File: src/rtl/fp_mult_pipe.sv
// Three-stage pipelined floating-point multiplier with valid/ready handshake.
// Inputs with a zero exponent are flushed to zero; results never go subnormal.
module fp_mult_pipe #(
  parameter int EXP_W = 8,
  parameter int MAN_W = 23
) (
  input  logic                     clk,
  input  logic                     rst,
  input  logic                     in_valid,
  output logic                     in_ready,
  input  logic [EXP_W+MAN_W:0]     dataA,
  input  logic [EXP_W+MAN_W:0]     dataB,
  output logic                     out_valid,
  input  logic                     out_ready,
  output logic [EXP_W+MAN_W:0]     result,
  output logic [3:0]               flags
);
  localparam int W    = 1 + EXP_W + MAN_W;
  localparam int BIAS = (1 << (EXP_W - 1)) - 1;
  localparam int EW   = EXP_W + 2;
  localparam int PW   = 2 * MAN_W + 2;

  localparam logic [EXP_W-1:0]        EXP_ONES = '1;
  localparam logic signed [EW-1:0]    BIAS_S   = EW'(BIAS);
  localparam logic signed [EW-1:0]    EMAX_S   = EW'((1 << EXP_W) - 1);
  localparam logic signed [EW-1:0]    ZERO_S   = '0;

  // Valid bits shift through the stages; a stage loads when it is empty or
  // the stage after it is loading, so bubbles collapse.
  logic [3:1] vld_q;
  logic       ld1, ld2, ld3;

  assign ld3       = !vld_q[3] || out_ready;
  assign ld2       = !vld_q[2] || ld3;
  assign ld1       = !vld_q[1] || ld2;
  assign in_ready  = ld1;
  assign out_valid = vld_q[3];

  always_ff @(posedge clk) begin
    if (rst) begin
      vld_q <= '0;
    end else begin
      if (ld1) vld_q[1] <= in_valid;
      if (ld2) vld_q[2] <= vld_q[1];
      if (ld3) vld_q[3] <= vld_q[2];
    end
  end

  // ---------------- S1: unpack, classify, sign, exponent sum
  logic               sa, sb;
  logic [EXP_W-1:0]   ea, eb;
  logic [MAN_W-1:0]   fa, fb;
  logic               za, zb, ia, ib, na, nb;
  logic               s1_nan_d, s1_inf_d, s1_zero_d;
  logic signed [EW-1:0] s1_exp_d;

  assign {sa, ea, fa} = dataA;
  assign {sb, eb, fb} = dataB;
  assign za = (ea == '0);
  assign zb = (eb == '0);
  assign ia = (ea == EXP_ONES) && (fa == '0);
  assign ib = (eb == EXP_ONES) && (fb == '0);
  assign na = (ea == EXP_ONES) && (fa != '0);
  assign nb = (eb == EXP_ONES) && (fb != '0);

  assign s1_nan_d  = na || nb || (ia && zb) || (za && ib);
  assign s1_inf_d  = ia || ib;
  assign s1_zero_d = za || zb;
  assign s1_exp_d  = $signed({2'b00, ea}) + $signed({2'b00, eb}) - BIAS_S;

  logic                 s1_sign_q, s1_nan_q, s1_inf_q, s1_zero_q;
  logic signed [EW-1:0] s1_exp_q;
  logic [MAN_W:0]       s1_ma_q, s1_mb_q;

  always_ff @(posedge clk) begin
    if (ld1 && in_valid) begin
      s1_sign_q <= sa ^ sb;
      s1_nan_q  <= s1_nan_d;
      s1_inf_q  <= s1_inf_d;
      s1_zero_q <= s1_zero_d;
      s1_exp_q  <= s1_exp_d;
      s1_ma_q   <= {1'b1, fa};
      s1_mb_q   <= {1'b1, fb};
    end
  end

  // ---------------- S2: mantissa product
  logic [PW-1:0]        s2_prod_d;
  logic                 s2_sign_q, s2_nan_q, s2_inf_q, s2_zero_q;
  logic signed [EW-1:0] s2_exp_q;
  logic [PW-1:0]        s2_prod_q;

  assign s2_prod_d = PW'(s1_ma_q) * PW'(s1_mb_q);

  always_ff @(posedge clk) begin
    if (ld2 && vld_q[1]) begin
      s2_sign_q <= s1_sign_q;
      s2_nan_q  <= s1_nan_q;
      s2_inf_q  <= s1_inf_q;
      s2_zero_q <= s1_zero_q;
      s2_exp_q  <= s1_exp_q;
      s2_prod_q <= s2_prod_d;
    end
  end

  // ---------------- S3: normalise, round, pack, special-case select
  logic [PW-2:0]        norm;
  logic [MAN_W-1:0]     mant;
  logic                 grd, sticky, rnd, inexact;
  logic [MAN_W:0]       mr;
  logic signed [EW-1:0] e_n, e_r;
  logic [W-1:0]         result_d, result_q;
  logic [3:0]           flags_d, flags_q;

  // Leading one sits at PW-1 or PW-2; shift so it is always just above norm.
  assign norm    = s2_prod_q[PW-1] ? s2_prod_q[PW-2:0] : {s2_prod_q[PW-3:0], 1'b0};
  assign e_n     = s2_exp_q + $signed({{(EW-1){1'b0}}, s2_prod_q[PW-1]});
  assign mant    = norm[PW-2:MAN_W+1];
  assign grd     = norm[MAN_W];
  assign sticky  = |norm[MAN_W-1:0];
  assign rnd     = grd && (sticky || mant[0]);
  assign inexact = grd || sticky;
  assign mr      = {1'b0, mant} + (MAN_W+1)'(rnd);
  assign e_r     = e_n + $signed({{(EW-1){1'b0}}, mr[MAN_W]});

  always_comb begin
    result_d = '0;
    flags_d  = '0;
    if (s2_nan_q) begin
      result_d = {1'b0, EXP_ONES, 1'b1, {(MAN_W-1){1'b0}}};
      flags_d  = 4'b1000;
    end else if (s2_inf_q) begin
      result_d = {s2_sign_q, EXP_ONES, {MAN_W{1'b0}}};
    end else if (s2_zero_q) begin
      result_d = {s2_sign_q, {(W-1){1'b0}}};
    end else if (e_r >= EMAX_S) begin
      result_d = {s2_sign_q, EXP_ONES, {MAN_W{1'b0}}};
      flags_d  = 4'b0101;
    end else if (e_r <= ZERO_S) begin
      result_d = {s2_sign_q, {(W-1){1'b0}}};
      flags_d  = 4'b0011;
    end else begin
      // On rounding carry-out the mantissa field wraps to zero, which is exact.
      result_d = {s2_sign_q, e_r[EXP_W-1:0], mr[MAN_W-1:0]};
      flags_d  = {3'b000, inexact};
    end
  end

  always_ff @(posedge clk) begin
    if (rst) begin
      result_q <= '0;
      flags_q  <= '0;
    end else if (ld3 && vld_q[2]) begin
      result_q <= result_d;
      flags_q  <= flags_d;
    end
  end

  assign result = result_q;
  assign flags  = flags_q;

endmodule

File: config.mk
export PLATFORM = sky130hd
export DESIGN_NAME = fp_mult_pipe
export DESIGN_NICKNAME = d
export VERILOG_FILES = /design/src/rtl/fp_mult_pipe.sv
export SDC_FILE = /design/constraint.sdc
export NUM_CORES = 2
export LEC_CHECK = 0
export ABC_AREA = 0
export ABC_CLOCK_PERIOD_IN_PS = 14270
export CAP_MARGIN = 20
export CORE_MARGIN = 4
export CORE_UTILIZATION = 35
export CTS_CLUSTER_SIZE = 16
export DETAILED_ROUTE_END_ITERATION = 12
export PLACE_DENSITY_LB_ADDON = 0.05
export RECOVER_POWER = 25
export SLEW_MARGIN = 20
export SYNTH_ARGS = -nofsm -noshare
export SYNTH_HDL_FRONTEND = slang
export SYNTH_SLANG_ARGS = --single-unit
File: constraint.sdc
create_clock -name clk -period 14.27 [get_ports clk]
set_input_delay 1.427 -clock clk [delete_from_list [all_inputs] [get_ports clk]]
set_output_delay 1.427 -clock clk [all_outputs]
set_load 0.05 [all_outputs]
==> summary.md <==
| Metric | Value |
|---|---|
| Post-CTS Resized | `0` |
| Synth area leaders | `fa_1 (38%), edfxtp_1 (14%), ha_1 (9.4%)` |
| Synth unique cells | `69` |
| Detailed-route wire length | `81100 um` |
| Synth Flop Type | `edfxtp_1` |
| Critical path launch point type | `flop` |
| Status | `complete, but fails checks` |
| Synth cell count leaders | `inv_1 (568), fa_1 (484), nand2_1 (316)` |
| Die width | `277 um` |
| Maxcap violations | `1` |
| Final Util | `39.4%` |
| CTS Hold Bufs | `0` |
| Initial Utilization | `35.4%` |
| Syn nets | `3383` |
| Number of enable flip-flop cells after synthesis | `122` |
| CTS tree | `built` |
| Vias in the first global route | `20049` |
| Sequential fraction of the synthesis area | `17.5%` |
| Min cycle time layout | `8.49 ns` |
| Die Span Y | `277 um` |
| Critical path class | `reg -> reg` |
| Sum Neg Setup Slack | `0 ns` |
| First-pass DRT Iterations | `5` |
| IO Port Bufs | `105` |
| Ys Warns | `0` |
| Asr flop ratio synth | `0%` |
| Layout net count | `3440` |
| Vias/cell | `4.90` |
| Share of Yosys cell area claimed by the top area cell type | `38.2%` |
| Nature of the critical path endpoint | `flop` |
| Ports | `106` |
| Crit path max fanout | `16` |
| Mapped Cells | `2640` |
| Core ar. | `71600 um^2` |
| Fraction of the cycle the final worst path needs | `59.5%` |
| Pin count of the biggest net entering global routing | `61` |
| Most frequent cell after synthesis | `inv_1` |
| GRT overflow | `0` |
| H-tree levels | `4` |
| Slew @ Worst Pin | `3.68 ns` |
| Failing checks | `max-capacitance violations, max-slew violations` |
| Clock-pin transition on the worst setup and hold timing paths | `0.12 ns` |
| Clk_lat worst skew | `0.51 ns` |
| Clk sinks | `161` |
| CTS Buf Count | `17` |
| DPL Wire Length | `62600 um` |
| Root Driver | `clkbuf_16` |
| Slew Limit Headroom | `-147%` |
| Initial antenna violation count | `3` |
| Yosys top cell by area | `fa_1` |
| Area growth syn-to-layout | `11.3%` |
| Number of synthesized register bits | `161` |
| Post-CTS Setup Repair Bufs | `0` |
| Die area | `76900 um^2` |
| Avg Cell Area, Syn | `9.61 um^2` |
| Number of antenna-violating nets in the routed design | `0` |
| Synth Cell Area | `25400 um^2` |
| Diode count | `0` |
| Vias | `17952` |
| Max Freq | `118 MHz` |
| Clock Tree Buf Depth | `2` |
| Iteration-0 DRC count of the detailed router | `1295` |
| DR WL/cell | `22.1 um` |
| Worst EP arrival | `8.72 ns` |
| FILL cells | `7198` |
| Routability cong. | `0.889` |
| HP Class | `reg -> reg` |
| RSZ-0062 raised after global routing | `no` |
| Layout cells sized above 1 | `3.73%` |
| # setup viols final | `0` |
| First-pass GRT wire length | `124000 um` |
| FP Rows | `98` |
| All-Layer GR Usage | `21.5%` |
| Fin Clk Skew | `0.0395 ns` |
| Worst EP required | `14.50 ns` |
| Detailed-route DRC error count | `0` |
| Slew Viols, Final | `26` |
| Final Hold Slack | `0.422 ns` |
| Final hold viol count | `0` |
[layout by cell type, fill, tap and decap left out, types with 49 or more instances in the layout]
| cell | Yosys | routed |
|---|---|---|
| nor2_1 | 118 | 118 |
| and2_1 | 239 | 238 |
| inv_1 | 568 | 568 |
| xnor2_1 | 55 | 55 |
| dlygate4sd3_1 | 0 | 49 |
| clkdlybuf4s50_1 | 0 | 56 |
| edfxtp_1 | 122 | 122 |
| a21oi_1 | 65 | 65 |
| nand2_1 | 316 | 316 |
| ha_1 | 191 | 191 |
| fa_1 | 484 | 484 |
[layer usage]
layer  share of wire, %  wire length (um)  vias to the layer above  track usage (%)
met5                  0                 0                        -                0
met4                2.7              2150                        0             6.05
met3                5.9              4780                       93             4.96
met2                 45             36700                      446             34.0
met1                 46             37400                     9238             29.8
li1                   -                 -                     8175                -
[stage by stage]
stage | cells | area (um^2) | worst slack (ns)
floorplan | 2640 | 25400 | 7.30
global placement | 3622 | 27500 | 5.96
detailed placement | 3626 | 27600 | 5.82
CTS | 3658 | 28200 | 5.77
global route | 3660 | 28200 | 5.45
finish | 3660 | 28200 | 5.78
[worst max-delay path: stages (launching register included)]
cell	delay [ns]
edfxtp_1	0.89
clkinv_1	0.62
nor2_1	0.26
fa_1	0.46
fa_1	0.51
inv_1	0.05
fa_1	0.47
inv_1	0.05
fa_1	0.50
inv_1	0.06
fa_1	0.53
inv_1	0.05
fa_1	0.47
inv_1	0.05
fa_1	0.56
inv_1	0.06
ha_1	0.43
nand4_1	0.13
nor3_1	0.15
o21ai_1	0.10
a31oi_1	0.36
a41o_1	0.35
a41oi_2	0.22
o31ai_1	0.42
a22o_1	0.24
o41ai_2	0.07
xnor2_1	0.13
[worst paths after layout]
check                   to  slack, ns         from  depth (start not counted)
min            s2_exp_q[3]       0.42  s1_exp_q[3]                          0
min reg2reg    s2_exp_q[3]       0.42  s1_exp_q[3]                          0
max reg2reg  s2_prod_q[45]       5.78   s1_mb_q[8]                         26
max          s2_prod_q[45]       5.78   s1_mb_q[8]                         26
[state kept, by name (all words and copies together), names as in the netlist, 3 cells and up]
name,flops
vld_q,3
s2_prod_q,48
result,32
s1_mb_q,23
flags,4
s2_exp_q,10
s1_ma_q,23
s1_exp_q,10
[cell type report]
| type | count | area (um^2) | share of cell area (%) |
|---|---|---|---|
| Clock inverter | 15 | 206 | 0.731 |
| Inverter | 574 | 2150 | 7.63 |
| Clock buffer | 17 | 425 | 1.51 |
| Timing Repair Buffer | 153 | 1470 | 5.20 |
| Tap cell | 950 | 1190 | 4.21 |
| Sequential cell | 161 | 4440 | 15.7 |
| Multi-Input combinational cell | 1790 | 18300 | 65.0 |
[cell families after synthesis]
kind of cell             Yosys count  share of synthesized area (%)
flip-flops                       161                           17.5
AO/OA/AOI/OAI                    207                           5.51
buffers and inverters            689                           10.3
adder cells (fa/ha/maj)          675                           47.6
AND/OR/NAND/NOR                  808                           15.6
multiplexers                      13                          0.533
XOR/XNOR                          87                           3.00
Power is not shown: default switching activity piles up to over one toggle a cycle in this logic, so the estimate is an artifact.
